### src/rtl/regfile_mp_if.sv
// Bus between decode/writeback and the multi-port register file.
// The master drives the read addresses and the write port.
interface regfile_mp_if #(
  parameter int DATA_W = 32,
  parameter int ADDR_W = 5,
  parameter int N_RD   = 2
);
  logic [N_RD*ADDR_W-1:0] rd_addr;
  logic [N_RD*DATA_W-1:0] rd_data;
  logic                   we;
  logic [ADDR_W-1:0]      wr_addr;
  logic [DATA_W-1:0]      wr_data;
  logic                   clr_busy;
  logic                   wr_drop;

  modport master (
    output rd_addr, we, wr_addr, wr_data,
    input  rd_data, clr_busy, wr_drop
  );

  modport slave (
    input  rd_addr, we, wr_addr, wr_data,
    output rd_data, clr_busy, wr_drop
  );
endinterface

### src/rtl/regfile_mp.sv
// Multi-read-port register file with optional hardwired zero register,
// write-to-read bypass and a sequential post-reset clear engine.
module regfile_mp #(
  parameter int DATA_W      = 32,
  parameter int ADDR_W      = 5,
  parameter int N_RD        = 2,
  parameter int ZERO_REG    = 1,
  parameter int BYPASS      = 1,
  parameter int RESET_CLEAR = 1
) (
  input  logic          clk,
  input  logic          rst,
  regfile_mp_if.slave   bus
);
  localparam int DEPTH = 1 << ADDR_W;
  localparam logic [ADDR_W:0] LAST_IDX = (ADDR_W+1)'(DEPTH - 1);

  typedef enum logic [0:0] {
    ST_RUN   = 1'b0,
    ST_CLEAR = 1'b1
  } state_e;

  state_e            state_q;
  logic [ADDR_W:0]   clr_cnt_q;
  logic              wr_drop_q;
  logic [DATA_W-1:0] mem_q [DEPTH];

  logic              mem_we;
  logic [ADDR_W-1:0] mem_waddr;
  logic [DATA_W-1:0] mem_wdata;
  logic              wr_to_zero;
  logic [N_RD*DATA_W-1:0] rd_data_c;

  // Clear sequencer and drop flag; memory itself is untouched by the reset edge
  always_ff @(posedge clk) begin
    if (rst) begin
      state_q   <= (RESET_CLEAR != 0) ? ST_CLEAR : ST_RUN;
      clr_cnt_q <= '0;
      wr_drop_q <= 1'b0;
    end else begin
      case (state_q)
        ST_CLEAR: begin
          clr_cnt_q <= clr_cnt_q + {{ADDR_W{1'b0}}, 1'b1};
          wr_drop_q <= bus.we;
          if (clr_cnt_q == LAST_IDX) begin
            state_q <= ST_RUN;
          end
        end
        ST_RUN: begin
          wr_drop_q <= 1'b0;
        end
        default: begin
          state_q   <= ST_RUN;
          wr_drop_q <= 1'b0;
        end
      endcase
    end
  end

  assign wr_to_zero = (ZERO_REG != 0) && (bus.wr_addr == {ADDR_W{1'b0}});

  // Select the single memory write per cycle: clear engine wins over the port
  always_comb begin
    mem_we    = 1'b0;
    mem_waddr = '0;
    mem_wdata = '0;
    if (rst) begin
      mem_we = 1'b0;
    end else if (state_q == ST_CLEAR) begin
      mem_we    = 1'b1;
      mem_waddr = clr_cnt_q[ADDR_W-1:0];
    end else if (bus.we && !wr_to_zero) begin
      mem_we    = 1'b1;
      mem_waddr = bus.wr_addr;
      mem_wdata = bus.wr_data;
    end else begin
      mem_we = 1'b0;
    end
  end

  // Register array storage
  always_ff @(posedge clk) begin
    if (mem_we) begin
      mem_q[mem_waddr] <= mem_wdata;
    end
  end

  // Per-port read mux: busy, then zero register, then bypass, then storage
  always_comb begin
    rd_data_c = '0;
    for (int k = 0; k < N_RD; k++) begin
      if (state_q == ST_CLEAR) begin
        rd_data_c[k*DATA_W +: DATA_W] = '0;
      end else if ((ZERO_REG != 0) && (bus.rd_addr[k*ADDR_W +: ADDR_W] == {ADDR_W{1'b0}})) begin
        rd_data_c[k*DATA_W +: DATA_W] = '0;
      end else if ((BYPASS != 0) && bus.we &&
                   (bus.wr_addr == bus.rd_addr[k*ADDR_W +: ADDR_W])) begin
        rd_data_c[k*DATA_W +: DATA_W] = bus.wr_data;
      end else begin
        rd_data_c[k*DATA_W +: DATA_W] = mem_q[bus.rd_addr[k*ADDR_W +: ADDR_W]];
      end
    end
  end

  assign bus.rd_data  = rd_data_c;
  assign bus.clr_busy = (state_q == ST_CLEAR);
  assign bus.wr_drop  = wr_drop_q;
endmodule
### src/flat_wrapper.sv
// flat-port wrapper written by rule: the top's interface ports become plain ports
module regfile_mp_flat 
#(
  parameter int DATA_W      = 32,
  parameter int ADDR_W      = 5,
  parameter int N_RD        = 2,
  parameter int ZERO_REG    = 1,
  parameter int BYPASS      = 1,
  parameter int RESET_CLEAR = 1
)
  (clk, rst, bus_rd_addr, bus_we, bus_wr_addr, bus_wr_data, bus_rd_data, bus_clr_busy, bus_wr_drop);
  regfile_mp_if #(.DATA_W(DATA_W), .ADDR_W(ADDR_W), .N_RD(N_RD)) bus_i ();
  input  logic clk;
  input  logic rst;
  input wire logic [$bits(bus_i.rd_addr)-1:0] bus_rd_addr;
  input wire logic [$bits(bus_i.we)-1:0] bus_we;
  input wire logic [$bits(bus_i.wr_addr)-1:0] bus_wr_addr;
  input wire logic [$bits(bus_i.wr_data)-1:0] bus_wr_data;
  output wire logic [$bits(bus_i.rd_data)-1:0] bus_rd_data;
  output wire logic [$bits(bus_i.clr_busy)-1:0] bus_clr_busy;
  output wire logic [$bits(bus_i.wr_drop)-1:0] bus_wr_drop;
  assign bus_i.rd_addr = bus_rd_addr;
  assign bus_i.we = bus_we;
  assign bus_i.wr_addr = bus_wr_addr;
  assign bus_i.wr_data = bus_wr_data;
  assign bus_rd_data = bus_i.rd_data;
  assign bus_clr_busy = bus_i.clr_busy;
  assign bus_wr_drop = bus_i.wr_drop;
  regfile_mp #(.DATA_W(DATA_W), .ADDR_W(ADDR_W), .N_RD(N_RD), .ZERO_REG(ZERO_REG), .BYPASS(BYPASS), .RESET_CLEAR(RESET_CLEAR)) u_core (.clk(clk), .rst(rst), .bus(bus_i));
endmodule
### config.mk
export PLATFORM = sky130hd
export DESIGN_NAME = regfile_mp_flat
export DESIGN_NICKNAME = d
export VERILOG_FILES = /design/src/rtl/regfile_mp_if.sv /design/src/rtl/regfile_mp.sv /design/src/flat_wrapper.sv
export SDC_FILE = /design/constraint.sdc
export NUM_CORES = 1
export LEC_CHECK = 0
export CORE_MARGIN = 2
export CORE_UTILIZATION = 38
export CTS_CLUSTER_DIAMETER = 100
export DETAILED_ROUTE_END_ITERATION = 10
export GPL_TIMING_DRIVEN = 1
export PLACE_DENSITY = 0.65
export REMOVE_ABC_BUFFERS = 1
export SLEW_MARGIN = 20
export SYNTH_ARGS = -nofsm -noshare
export SYNTH_HDL_FRONTEND = slang
export SYNTH_SLANG_ARGS = --single-unit
### constraint.sdc
create_clock -name clk -period 3.4 [get_ports clk]
set_input_delay 0.34 -clock clk [delete_from_list [all_inputs] [get_ports clk]]
set_output_delay 0.34 -clock clk [all_outputs]
set_load 0.1 [all_outputs]
==> results of run 1 <==
==> layer usage <==
layer / routed length (um) / up-vias / track usage
met3: 17600 / 466 / 0.0575
li1: - / 11700 / -
met1: 56500 / 15800 / 0.303
met4: 9330 / 6 / 0.134
met5: 51 / - / 0
met2: 76900 / 2166 / 0.392
==> cell type report <==
cell class,instances,area share
diodes,3,0.000131
multi-input cells,1345,0.290
clock buffers,119,0.0461
inverters,2,0.000153
clock inverters,64,0.0115
flip-flops and latches,1032,0.540
repair buffers,322,0.0759
well taps,1650,0.0361
==> registers in the layout (all words and copies together), names as in the netlist <==
name and count:
u_core.mem_q 1024, u_core.clr_cnt_q 6, u_core.bus.clr_busy 1, u_core.bus.wr_drop 1
==> cells in the final DEF, fill, tap and decap left out, types with 13 or more instances in the layout <==
cell             count
a21boi_0            17
a21oi_1             66
a221o_1             34
a221oi_1            84
a22oi_1             95
and2_1              31
buf_12             143
buf_4              132
clkbuf_1            16
clkbuf_16          103
clkdlybuf4s50_1     43
clkinv_1            24
clkinv_2            17
edfxtp_1          1024
mux2i_1            195
mux4_2             420
nand2_1             41
nand3_1             34
nor2_1              13
nor2_4              34
nor3_1              15
o2111a_1            32
o21ai_0             63
o21ai_1             18
o22ai_1             64
==> worst paths after layout <==
check,start,endpoint,slack (ps),cells past startpoint
hold reg to reg,u_core.clr_cnt_q[5],u_core.clr_cnt_q[5],500,2
setup / recovery,u_core.bus.clr_busy,bus_rd_data[60],100,6
hold / removal,bus_we,u_core.bus.wr_drop,400,3
setup reg to reg,u_core.bus.clr_busy,u_core.mem_q[12][10],540,5
==> through the flow <==
stage                     setup TNS, ps  worst slack, ps  cells
final                                 0             95.2   4537
after global routing                  0             45.8   4535
after CTS                             0              118   4534
after detailed placement          -13.9            -13.9   4348
after global placement            -82.2            -82.2   4348
after floorplan                 -372410             -539   2379
==> worst min-delay path, stage by stage <==
cell             delay (ps)
clkdlybuf4s50_1         550
nand2_1                 130
nor2_1                   30
==> cells by family (layout without fill, tap and decap cells) <==
logic type	after synthesis	count (layout)	share of synthesized area
DFF	1032	1032	0.639
muxes	615	615	0.236
AOI/OAI and AO/OA	498	498	0.0749
buffers and inverters	223	507	0.0248
and+or+nand+nor	217	217	0.0225
xor gates and xnor gates	14	14	0.00254
adders and majority gates	1	1	0.000259
other	0	3	0
==> repair_timing <==
item	CTS	global route
setup endpoints to repair	15	0
hold endpoints to repair	0	0
buffers inserted	3	0
gates resized for setup	1	0
==> report_power, final <==
group          switching (uW)  internal [uW]
Combinational            1170            808
Sequential               32.6          13800
Clock                    4880           6390
==> results.yml, run 1 <==
die:
  coreArea_mm2: 0.126
  pin_count: 116
  dieWidth_um: 361
  die_area_mm2: 0.130
  start_util: 0.384
  rows: 130
  die_y_um: 361
finish:
  fin_util: 0.455
  drive_above_1_share: 0.313
  seqCellArea_mm2: 0.0309
  layout.nets: 2855
  final_area_mm2: 0.0572
  multi_input_area_mm2: 0.0166
  n_fill_cell: 10600
  area_growth_pct: 18.3
synthesis:
  synth_top_flop_cell: "edfxtp_1"
  yosysWarnings: 0
  synth.top_cells.by_area: "edfxtp_1 (64%), mux4_2 (20%), mux2i_1 (4.0%)"
  synth.top_cell.area_share: 0.636
  ys_seq_area_frac: 0.639
  synth_edf_count: 1024
  post-synth-top-count-cell: "edfxtp_1"
  yosysTopAreaCell: "edfxtp_1"
  ys_ff_latch: 1032
  synth_area_mm2: 0.0484
  avgSynthCellArea_um2: 18.6
  ys_types: 49
  synth_cells: 2600
  synth_top_cells_by_count: "edfxtp_1 (1024), mux4_2 (420), mux2i_1 (195)"
  synthArstFlopShare: 0
worst_setup_path:
  cp-start-kind: "flop"
  path_max_fanout: 15
  path_cells: "buf_4 > a21oi_1 > and3_4 > buf_4 > a221o_1 > buf_12"
  end_kind: "output pin"
  path_common_cell: "buf_4"
  path_class: "reg -> out"
  max_stage_delay_ps: 530
  required_ps: 3060
  cp.arrival_ps: 2960
  slowest_stage: "and3_4"
  path_buf_inv: 3
  path_delay_family: "buffers and inverters"
timing:
  drv_slew: 0
  relSlewSlack: 0.221
  whs_ps: 402
  hold_violations: 0
  setup_violations: 0
  fmax_mhz: 303
  grt_setup_unrepaired: "no"
  tightest_slew_ps: 1170
  clock_skew_ps: 31.2
  post-route-min-period_ps: 3300
  finalCritPeriodShare: 0.972
cts:
  cts_buffer_depth: 3
  clkTransAtPathRegs_ps: 60
  numCtsBuffers: 101
  ctsHtreeMaxLevel: 3
  cts_tree: "yes"
  insertion_delay_ps: 700
  cts.sinks: 1032
  hold_buffers: 0
  ctsRootBufferMaster: "clkbuf_16"
outcome:
  status: "finished, final reports clean"
global_route:
  antenna_found_initial: 5
  grtUsageTotal: 0.243
  grt_max_degree: 65
  grt_pass1_vias: 31000
  grt.overflow.total: 0
  grt_pass1_wl_um: 227000
place:
  dp_hpwl_um: 96600
  dpl_cell_area_mm2: 0.0539
  place_congestion: 0.872
  port-buffer-count: 115
pwr:
  p_leak_uw: 0.0199
  total_power_uw: 27100
  power_density_mw_per_mm2: 474
  ir_drop_uv: 394
drt:
  viasPerCell: 6.65
  wl_um: 160000
  drt-initial-drc-count: 4417
  drc: 0
  wire_per_inst_um: 35.3
  drtAntennaViolNets: 0
  vias: 30200
  first_pass_iters: 6
min_path:
  hp-class: "in -> reg"
job:
  drv_cap: 0
Power figures use the tool's default switching activity.
==> inputs of run 2 (changes only) <==
--- a/config.mk
+++ b/config.mk
@@ -6,13 +6,12 @@
 export NUM_CORES = 1
 export LEC_CHECK = 0
 export CORE_MARGIN = 2
-export CORE_UTILIZATION = 38
+export CORE_UTILIZATION = 30
 export CTS_CLUSTER_DIAMETER = 100
 export DETAILED_ROUTE_END_ITERATION = 10
 export GPL_TIMING_DRIVEN = 1
-export PLACE_DENSITY = 0.65
+export PLACE_DENSITY_LB_ADDON = 0.25
 export REMOVE_ABC_BUFFERS = 1
-export SLEW_MARGIN = 20
 export SYNTH_ARGS = -nofsm -noshare
 export SYNTH_HDL_FRONTEND = slang
 export SYNTH_SLANG_ARGS = --single-unit
==> results.yml, run 2 (synthesized netlist as in run 1, its figures left out) <==
die:
  pin_count: 116
  start_util: 0.302
  dieWidth_um: 406
  die_y_um: 406
  coreArea_mm2: 0.160
  rows: 147
  die_area_mm2: 0.164
cts:
  numCtsBuffers: 106
  clkTransAtPathRegs_ps: 60
  ctsRootBufferMaster: "clkbuf_16"
  cts_tree: "yes"
  hold_buffers: 0
  ctsHtreeMaxLevel: 3
  cts_buffer_depth: 3
  insertion_delay_ps: 740
  cts.sinks: 1032
worst_setup_path:
  path_max_fanout: 16
  required_ps: 3060
  path_class: "in -> out"
  cp-start-kind: "primary input"
  cp.arrival_ps: 2990
  end_kind: "output pin"
drt:
  wire_per_inst_um: 34.4
  viasPerCell: 5.85
  first_pass_iters: 7
  drc: 0
  drtAntennaViolNets: 0
  vias: 29700
  wl_um: 174000
  drt-initial-drc-count: 3563
min_path:
  hp-class: "in -> reg"
pwr:
  power_density_mw_per_mm2: 473
  ir_drop_uv: 379
  p_leak_uw: 0.0200
finish:
  reg.largest.list: "u_core.mem_q (1024), u_core.clr_cnt_q (6)"
  final_common_cell: "edfxtp_1"
  largest_reg_flops: 1024
  seqCellArea_mm2: 0.0309
  n_fill_cell: 14800
  drive_above_1_share: 0.318
  area_growth_pct: 20.2
  final_area_mm2: 0.0581
  final_cell_mix: "edfxtp_1 (1024), mux4_2 (420), mux2i_1 (195)"
  fin_util: 0.363
  layout.nets: 2876
  top_register: "u_core.mem_q"
  multi_input_area_mm2: 0.0166
timing:
  post-route-min-period_ps: 3330
  hold_violations: 0
  whs_ps: 421
  finalSetupTns_ps: 0
  tightest_slew_ps: 1160
  grt_setup_unrepaired: "no"
  finalCritPeriodShare: 0.978
  setup_violations: 0
  clock_skew_ps: 50.0
  fmax_mhz: 301
  drv_slew: 0
  relSlewSlack: 0.227
global_route:
  grt_pass1_wl_um: 241000
  grt_max_degree: 77
  grt_pass1_vias: 30700
  grtUsageTotal: 0.209
  grt.overflow.total: 0
  antenna_found_initial: 5
outcome:
  status: "finished, final reports clean"
place:
  place_congestion: 0.813
  dp_hpwl_um: 105000
  port-buffer-count: 115
  dpl_cell_area_mm2: 0.0547
job:
  drv_cap: 0
run 2: cell types whose count changed in the layout (fill, tap and decap cells not counted), moves of 3 or more:
cell / before / now
clkinv_1: 24 / 27
and2_1: 31 / 34
buf_12: 143 / 147
and2_2: 5 / 2
bufinv_16: 11 / 8
buf_4: 132 / 144
clkbuf_16: 103 / 107
run 2: where the power goes:
group          leakage (uW)  internal [uW]  switching, uW  total, uW
Clock               0.00164           6400           5140      11500
Sequential           0.0111          13800           31.0      13900
Combinational       0.00731            824           1230       2050
run 2: per-stage QoR:
step	total power (uW)	setup slack (ps)	instances
3_5_place_dp	16200	-111	4875
5_1_grt	28200	5.19	5071
2_1_floorplan	15000	-539	2379
4_1_cts	27700	15.1	5071
3_3_place_gp	16200	-89.2	4875
6_report	27500	73.8	5072
run 2: area by class of cell:
type,count,area share
antenna,1,0.0000430
clock buffer,123,0.0471
clock inverter,71,0.0111
inverter,2,0.000151
multi-input combinational,1345,0.286
sequential,1032,0.532
tap,2160,0.0465
timing repair buffer,338,0.0776
run 2: timing repair:
item                       in CTS  in global routing
pin swaps                       1                  0
resized for setup               1                  3
gates cloned                    0                  0
setup buffers                   2                  0
setup endpoints to repair      18                  3
run 2: final timing paths:
check | slack, ps | startpoint | end | depth (start not counted)
max reg2reg | 400 | u_core.bus.clr_busy | u_core.mem_q[20][25] | 7
max | 70 | bus_rd_addr[8] | bus_rd_data[63] | 8
min | 420 | bus_we | u_core.bus.wr_drop | 3
min reg2reg | 520 | u_core.clr_cnt_q[5] | u_core.clr_cnt_q[5] | 2
run 2: worst max-delay path, stage by stage:
cell	delay (ps)
clkdlybuf4s50_1	700
xor2_1	230
nor2_1	110
a211o_2	350
buf_4	280
nor3_1	490
a221o_1	250
buf_12	190
run 2: layer usage:
metal | part of all wire | track usage | vias up | wire length (um)
met5 | 0.00015 | 0 | - | 27
met4 | 0.044 | 0.0923 | 4 | 7620
met3 | 0.071 | 0.0330 | 372 | 12300
met2 | 0.50 | 0.358 | 1533 | 87600
met1 | 0.38 | 0.262 | 16000 | 66700
li1 | - | - | 11800 | -
